### config.mk
export PLATFORM = sky130hd
export DESIGN_NAME = proj3_session_arbiter
export DESIGN_NICKNAME = d
export VERILOG_FILES = /design/src/rtl/proj3_pkg.sv /design/src/rtl/proj3_rr_pick.sv /design/src/rtl/proj3_session_arbiter.sv
export SDC_FILE = /design/constraint.sdc
export NUM_CORES = 1
export LEC_CHECK = 0
export ABC_CLOCK_PERIOD_IN_PS = 1700
export CAP_MARGIN = 20
export CORE_MARGIN = 2
export CORE_UTILIZATION = 43
export DETAILED_ROUTE_END_ITERATION = 10
export PLACE_DENSITY = 0.86
export SYNTH_ARGS = -nofsm -noshare
export SYNTH_HDL_FRONTEND = slang
export SYNTH_SLANG_ARGS = --single-unit
### constraint.sdc
create_clock -name clock_i -period 1.7 [get_ports clock_i]
set_input_delay 0.255 -clock clock_i [delete_from_list [all_inputs] [get_ports clock_i]]
set_output_delay 0.255 -clock clock_i [all_outputs]
set_load 0.02 [all_outputs]
### src/rtl/proj3_pkg.sv
// Shared types and constants for the proj3 session arbiter.
//   state_e  : arbiter FSM states (StIdle, StRun)
//   sym_t    : 2-bit FSM input symbol {x1,x0}
//   req_id_t : requester identifier (0 or 1)
//   MaxBurstDefault : default maximum symbols per session
package proj3_pkg;

  typedef enum logic [0:0] {StIdle, StRun} state_e;

  typedef logic [1:0] sym_t;

  typedef logic req_id_t;

  localparam int unsigned MaxBurstDefault = 8;

endpackage

### src/rtl/proj3_rr_pick.sv
// Two-way session winner picker, purely combinational.
// Configuration macro: PROJ3_ARB_FIXED_PRI_EN selects fixed priority (requester 0 wins ties);
// when undefined, a tie goes to the requester that did not own the last session.
// Ports:
//   req_i  : request bits, one per requester
//   last_i : owner of the most recently ended session
//   any_o  : at least one request present
//   win_o  : ID of the selected requester (valid when any_o)
module proj3_rr_pick
  import proj3_pkg::*;
(
  input  logic [1:0] req_i,
  input  req_id_t    last_i,
  output logic       any_o,
  output req_id_t    win_o
);

  always_comb begin
    any_o = |req_i;
    win_o = 1'b0;
    if (req_i == 2'b11) begin
`ifdef PROJ3_ARB_FIXED_PRI_EN
      win_o = 1'b0;
`else
      win_o = ~last_i;
`endif
    end else begin
      // Lone requester (or none): requester 1 only if it is the one asking.
      win_o = req_i[1];
    end
  end

endmodule

### src/rtl/proj3_session_arbiter.sv
// Session scheduler sharing one csm51a_proj3 sequence-detector FSM between two requesters.
// The FSM cannot stall, so a session streams one symbol per cycle and ends on the first gap
// or after MAX_BURST symbols; the FSM is held in clear whenever no session is active.
// Configuration macro: PROJ3_ARB_FIXED_PRI_EN (fixed priority, tested in proj3_rr_pick only).
// Ports:
//   clock_i, clear_i        : clock, synchronous active-high reset
//   req_i, sym_vld_i        : per-requester session request and symbol valid
//   sym0_i, sym1_i          : per-requester symbol {x1,x0}
//   sym_rdy_o               : symbol accepted this cycle (combinational)
//   gnt_o                   : one-hot session owner (registered)
//   fsm_clear_o, fsm_x1/x0_o: drive the shared FSM
//   fsm_z1_i, fsm_z0_i      : FSM outputs
//   rsp_vld_o, rsp_id_o, rsp_z_o : response valid, owner tag and {z1,z0}
module proj3_session_arbiter
  import proj3_pkg::*;
#(
  parameter int unsigned MAX_BURST = MaxBurstDefault
) (
  input  logic       clock_i,
  input  logic       clear_i,
  input  logic [1:0] req_i,
  input  logic [1:0] sym0_i,
  input  logic [1:0] sym1_i,
  input  logic [1:0] sym_vld_i,
  output logic [1:0] sym_rdy_o,
  output logic [1:0] gnt_o,
  output logic       fsm_clear_o,
  output logic       fsm_x1_o,
  output logic       fsm_x0_o,
  input  logic       fsm_z1_i,
  input  logic       fsm_z0_i,
  output logic       rsp_vld_o,
  output logic       rsp_id_o,
  output logic [1:0] rsp_z_o
);

  localparam int unsigned CntW = $clog2(MAX_BURST + 1);
  localparam logic [CntW-1:0] LastCnt = CntW'(MAX_BURST - 1);

  state_e          state_q, state_d;
  req_id_t         owner_q, owner_d;
  req_id_t         last_q, last_d;
  logic [1:0]      gnt_q, gnt_d;
  logic [CntW-1:0] cnt_q, cnt_d;
  logic            rsp_vld_q;
  req_id_t         rsp_id_q;

  logic    accept;
  sym_t    fsm_x;
  logic    pick_any;
  req_id_t pick_win;

  proj3_rr_pick u_pick (
    .req_i  (req_i),
    .last_i (last_q),
    .any_o  (pick_any),
    .win_o  (pick_win)
  );

  always_comb begin
    state_d   = state_q;
    owner_d   = owner_q;
    last_d    = last_q;
    gnt_d     = gnt_q;
    cnt_d     = cnt_q;
    accept    = 1'b0;
    sym_rdy_o = 2'b00;
    fsm_x     = 2'b00;
    unique case (state_q)
      StIdle: begin
        if (pick_any) begin
          state_d = StRun;
          owner_d = pick_win;
          gnt_d   = pick_win ? 2'b10 : 2'b01;
          cnt_d   = '0;
        end
      end
      StRun: begin
        // Clear suppresses the accept so no symbol is reported as taken during reset.
        accept = req_i[owner_q] & sym_vld_i[owner_q] & ~clear_i;
        if (accept) begin
          sym_rdy_o = owner_q ? 2'b10 : 2'b01;
          fsm_x     = owner_q ? sym1_i : sym0_i;
          cnt_d     = cnt_q + CntW'(1);
        end
        if (!accept || (cnt_q == LastCnt)) begin
          state_d = StIdle;
          gnt_d   = 2'b00;
          last_d  = owner_q;
        end
      end
      default: state_d = StIdle;
    endcase
  end

  always_ff @(posedge clock_i) begin
    if (clear_i) begin
      state_q   <= StIdle;
      owner_q   <= 1'b0;
      last_q    <= 1'b1;
      gnt_q     <= 2'b00;
      cnt_q     <= '0;
      rsp_vld_q <= 1'b0;
      rsp_id_q  <= 1'b0;
    end else begin
      state_q   <= state_d;
      owner_q   <= owner_d;
      last_q    <= last_d;
      gnt_q     <= gnt_d;
      cnt_q     <= cnt_d;
      rsp_vld_q <= accept;
      rsp_id_q  <= owner_q;
    end
  end

  assign gnt_o       = gnt_q;
  assign fsm_clear_o = clear_i | (state_q == StIdle);
  assign fsm_x1_o    = fsm_x[1];
  assign fsm_x0_o    = fsm_x[0];
  assign rsp_vld_o   = rsp_vld_q;
  assign rsp_id_o    = rsp_id_q;
  // FSM state after the accepted symbol's edge is still intact in the following cycle.
  assign rsp_z_o     = rsp_vld_q ? {fsm_z1_i, fsm_z0_i} : 2'b00;

endmodule

==> impl_metrics.toml <==
[synthesis]
synth_nets = 84
synth_edf_count = 0
synthCells = 71
synth_async_sr_flop_share_pct = 0
synthDistinctLibCells = 29
yosysTopAreaCell = "dfxtp_1"
yosys-top-cells-area = "dfxtp_1 34%, and3b_1 5.4%, a21oi_1 4.6%"
yosysTopAreaCellShare_pct = 33.85
yosys_warnings = 0
syn_avg_cell_area_um2 = 9.164
synthFlopType = "dfxtp_1"
ys_ff_latch = 11
yosysSeqAreaShare_pct = 33.85
netlist_area_um2 = 650.6

[placement]
routabilityCongestion = 0.8908
dp_cells = 121
port_buffers = 22
dpl.hpwl_mm = 1.261

[finish]
drive_gt1_share_pct = 29.36
n_antenna_cell = 0
syn_to_final_growth_pct = 52.88
fin_nets = 123
instances_no_fill = 125

[timing]
whs_ns = 0.4734
fin_crit_sh_pct = 97.90
drv_slew = 0
fmax_ghz = 0.6008
period_minus_slack_ns = 1.664
tightest_slew_ns = 0.3668
setup_tns_ns = 0
fin_skew_ns = 0.004154
setup_viol = 0
rsz0062_at_grt = "false"
relSlewSlack_pct = 75.49
hold_violations = 0

[grt]
grt_max_degree = 15
track_usage_pct = 19.98
grt_pass1_vias = 681
antenna_found_initial = 0
grt_first_pass_wirelength_mm = 2.725
overflow = 0

[critical_path]
crit_top_cell = "clkdlybuf4s50_1"
crit_chain = "clkdlybuf4s50_1 > and2_1 > clkdlybuf4s50_1"
cp_slowest_cell = "clkdlybuf4s50_1"
crit_type = "primary input to output port"
slowest_delay_ns = 0.59
end_kind = "output port"
critPathLaunchType = "primary input"
cp.arrival_ns = 1.41
cp_max_fo = 1
cp.required_ns = 1.44

[floorplan]
die_x_um = 42.90
rows = 14
core_um2 = 1454
die_area_um2 = 1840
die_y_um = 42.90
start_util_pct = 44.75
pin_count = 23

[clock_network]
clk_latency_ns = 0.27
root_buffer = "clkbuf_4"
cts_sinks = 11
clkTransAtPathRegs_ns = 0.07
cts.hold.buffers_added = 0
numCtsBuffers = 3
cts.path.max_buffers = 2
cts_tree = "built"
htreeDepth = 1

[status]
status = "complete, no violations"

[power]
peakVddDrop_mv = 0.3711
clockPowerShare_pct = 29.0
pwr-share-seq_pct = 44.6
swShare_pct = 27.66
powerDensity_nw_per_um2 = 626.0
p_sw_uw = 172.2
totalPowerFinal_uw = 622.6
p_int_uw = 450.4
pwr-share-comb_pct = 26.4
power.leakage_nw = 0.4142

[drt]
first_iter_violations = 17
dr.pass1.iters = 4
ant_nets = 0
viasPerCell = 5.520
num_vias = 690
drc = 0
drt-total-wl_mm = 1.629
routedWlPerCell_um = 13.03

[job]
drv_cap = 0

[worst_hold_path]
min-delay-path-class = "flop to flop"
## final cells by class
type	instances	area [um^2]
flip-flops and latches	11	220.2
repair buffers	39	329.1
fillers	110	459.2
well taps	16	20.02
clock buffers	4	26.28
multi-input cells	54	395.4
inverters	1	3.754
## layer usage
layer,track usage (%),share of wire [%],vias to the layer above
met5,0,0,-
met2,30.00,43,32
met3,5.106,8.8,5
li1,-,-,339
met4,14.37,2.5,0
met1,24.41,45,314
## cells in the final DEF, fill, tap and decap left out, types with 2 or more instances in the layout
| master | n |
|---|---|
| nor2_1 | 6 |
| a21oi_1 | 6 |
| mux2_2 | 2 |
| o211ai_1 | 4 |
| buf_4 | 17 |
| nand3b_1 | 3 |
| a22oi_1 | 2 |
| dfxtp_1 | 11 |
| nand2_1 | 5 |
| and3b_1 | 3 |
| clkbuf_2 | 2 |
| nor2b_1 | 2 |
| clkbuf_4 | 3 |
| buf_2 | 2 |
| nand4_1 | 4 |
| and2_1 | 2 |
| clkdlybuf4s50_1 | 16 |
## worst max-delay path: cells and delay by family
| family | cells | cell delay [ns] |
|---|---|---|
| buffers and inverters | 2 | 1.04 |
| and+or+nand+nor | 1 | 0.11 |
## cell usage after synthesis, types with 2 or more instances
library cell and n:
dfxtp_1 11, a21oi_1 6, nor2_1 6, nand2_1 5
and3b_1 4, nand4_1 4, o211ai_1 4, nand3b_1 3
a22oi_1 2, and2_1 2, buf_2 2, buf_6 2
mux2_2 2, nand2b_1 2, nor2b_1 2
## kinds of logic after synthesis
family                     after synthesis  share of synthesized area, %
muxes                                    2                         3.461
and+or+nand+nor                         32                         28.65
DFF                                     11                         33.85
buffers and inverters                    6                         6.730
adders and majority gates                1                         1.923
AOI/OAI and AO/OA                       19                         25.39
## power by group through the flow
| stage | sequential [mW] | combinational [mW] | clock, mW |
|---|---|---|---|
| global route | 0.279 | 0.178 | 0.201 |
| detailed placement | 0.283 | 0.164 | 0 |
| CTS | 0.277 | 0.164 | 0.190 |
| global placement | 0.283 | 0.162 | 0 |
| floorplan | 0.289 | 0.0783 | 0 |
| finish | 0.278 | 0.165 | 0.180 |
## repair_timing
item / CTS / global route
setup buffers: 0 / 0
endpoints found under the setup margin: 5 / 6
gates resized for setup: 10 / 10
## worst paths after layout
path	depth (start not counted)	end	from	slack, ns
hold reg to reg	2	gnt_o[1]	gnt_o[1]	0.47
setup / recovery	3	rsp_z_o[1]	fsm_z1_i	0.04
setup reg to reg	5	cnt_q[3]	owner_q	0.27
hold / removal	2	gnt_o[1]	gnt_o[1]	0.47
## state kept, by name, indices dropped and copies added (netlist names)
signal and cells:
rsp_vld_o 1, state_q 1, gnt_o 2, rsp_id_o 1
cnt_q 4, last_q 1, owner_q 1
## through the flow
step / instance area [um^2] / utilization (%) / setup slack [ns]
floorplan: 650.6 / - / 0.08114
global route: 994.7 / 68.42 / 0.009731
CTS: 1005 / 69.11 / 0.001976
finish: 994.7 / 68.42 / 0.03562
global placement: 978.4 / 67.30 / -0.2810
detailed placement: 978.4 / 67.30 / -0.3161
No activity file was read; power rests on OpenSTA's default activity.
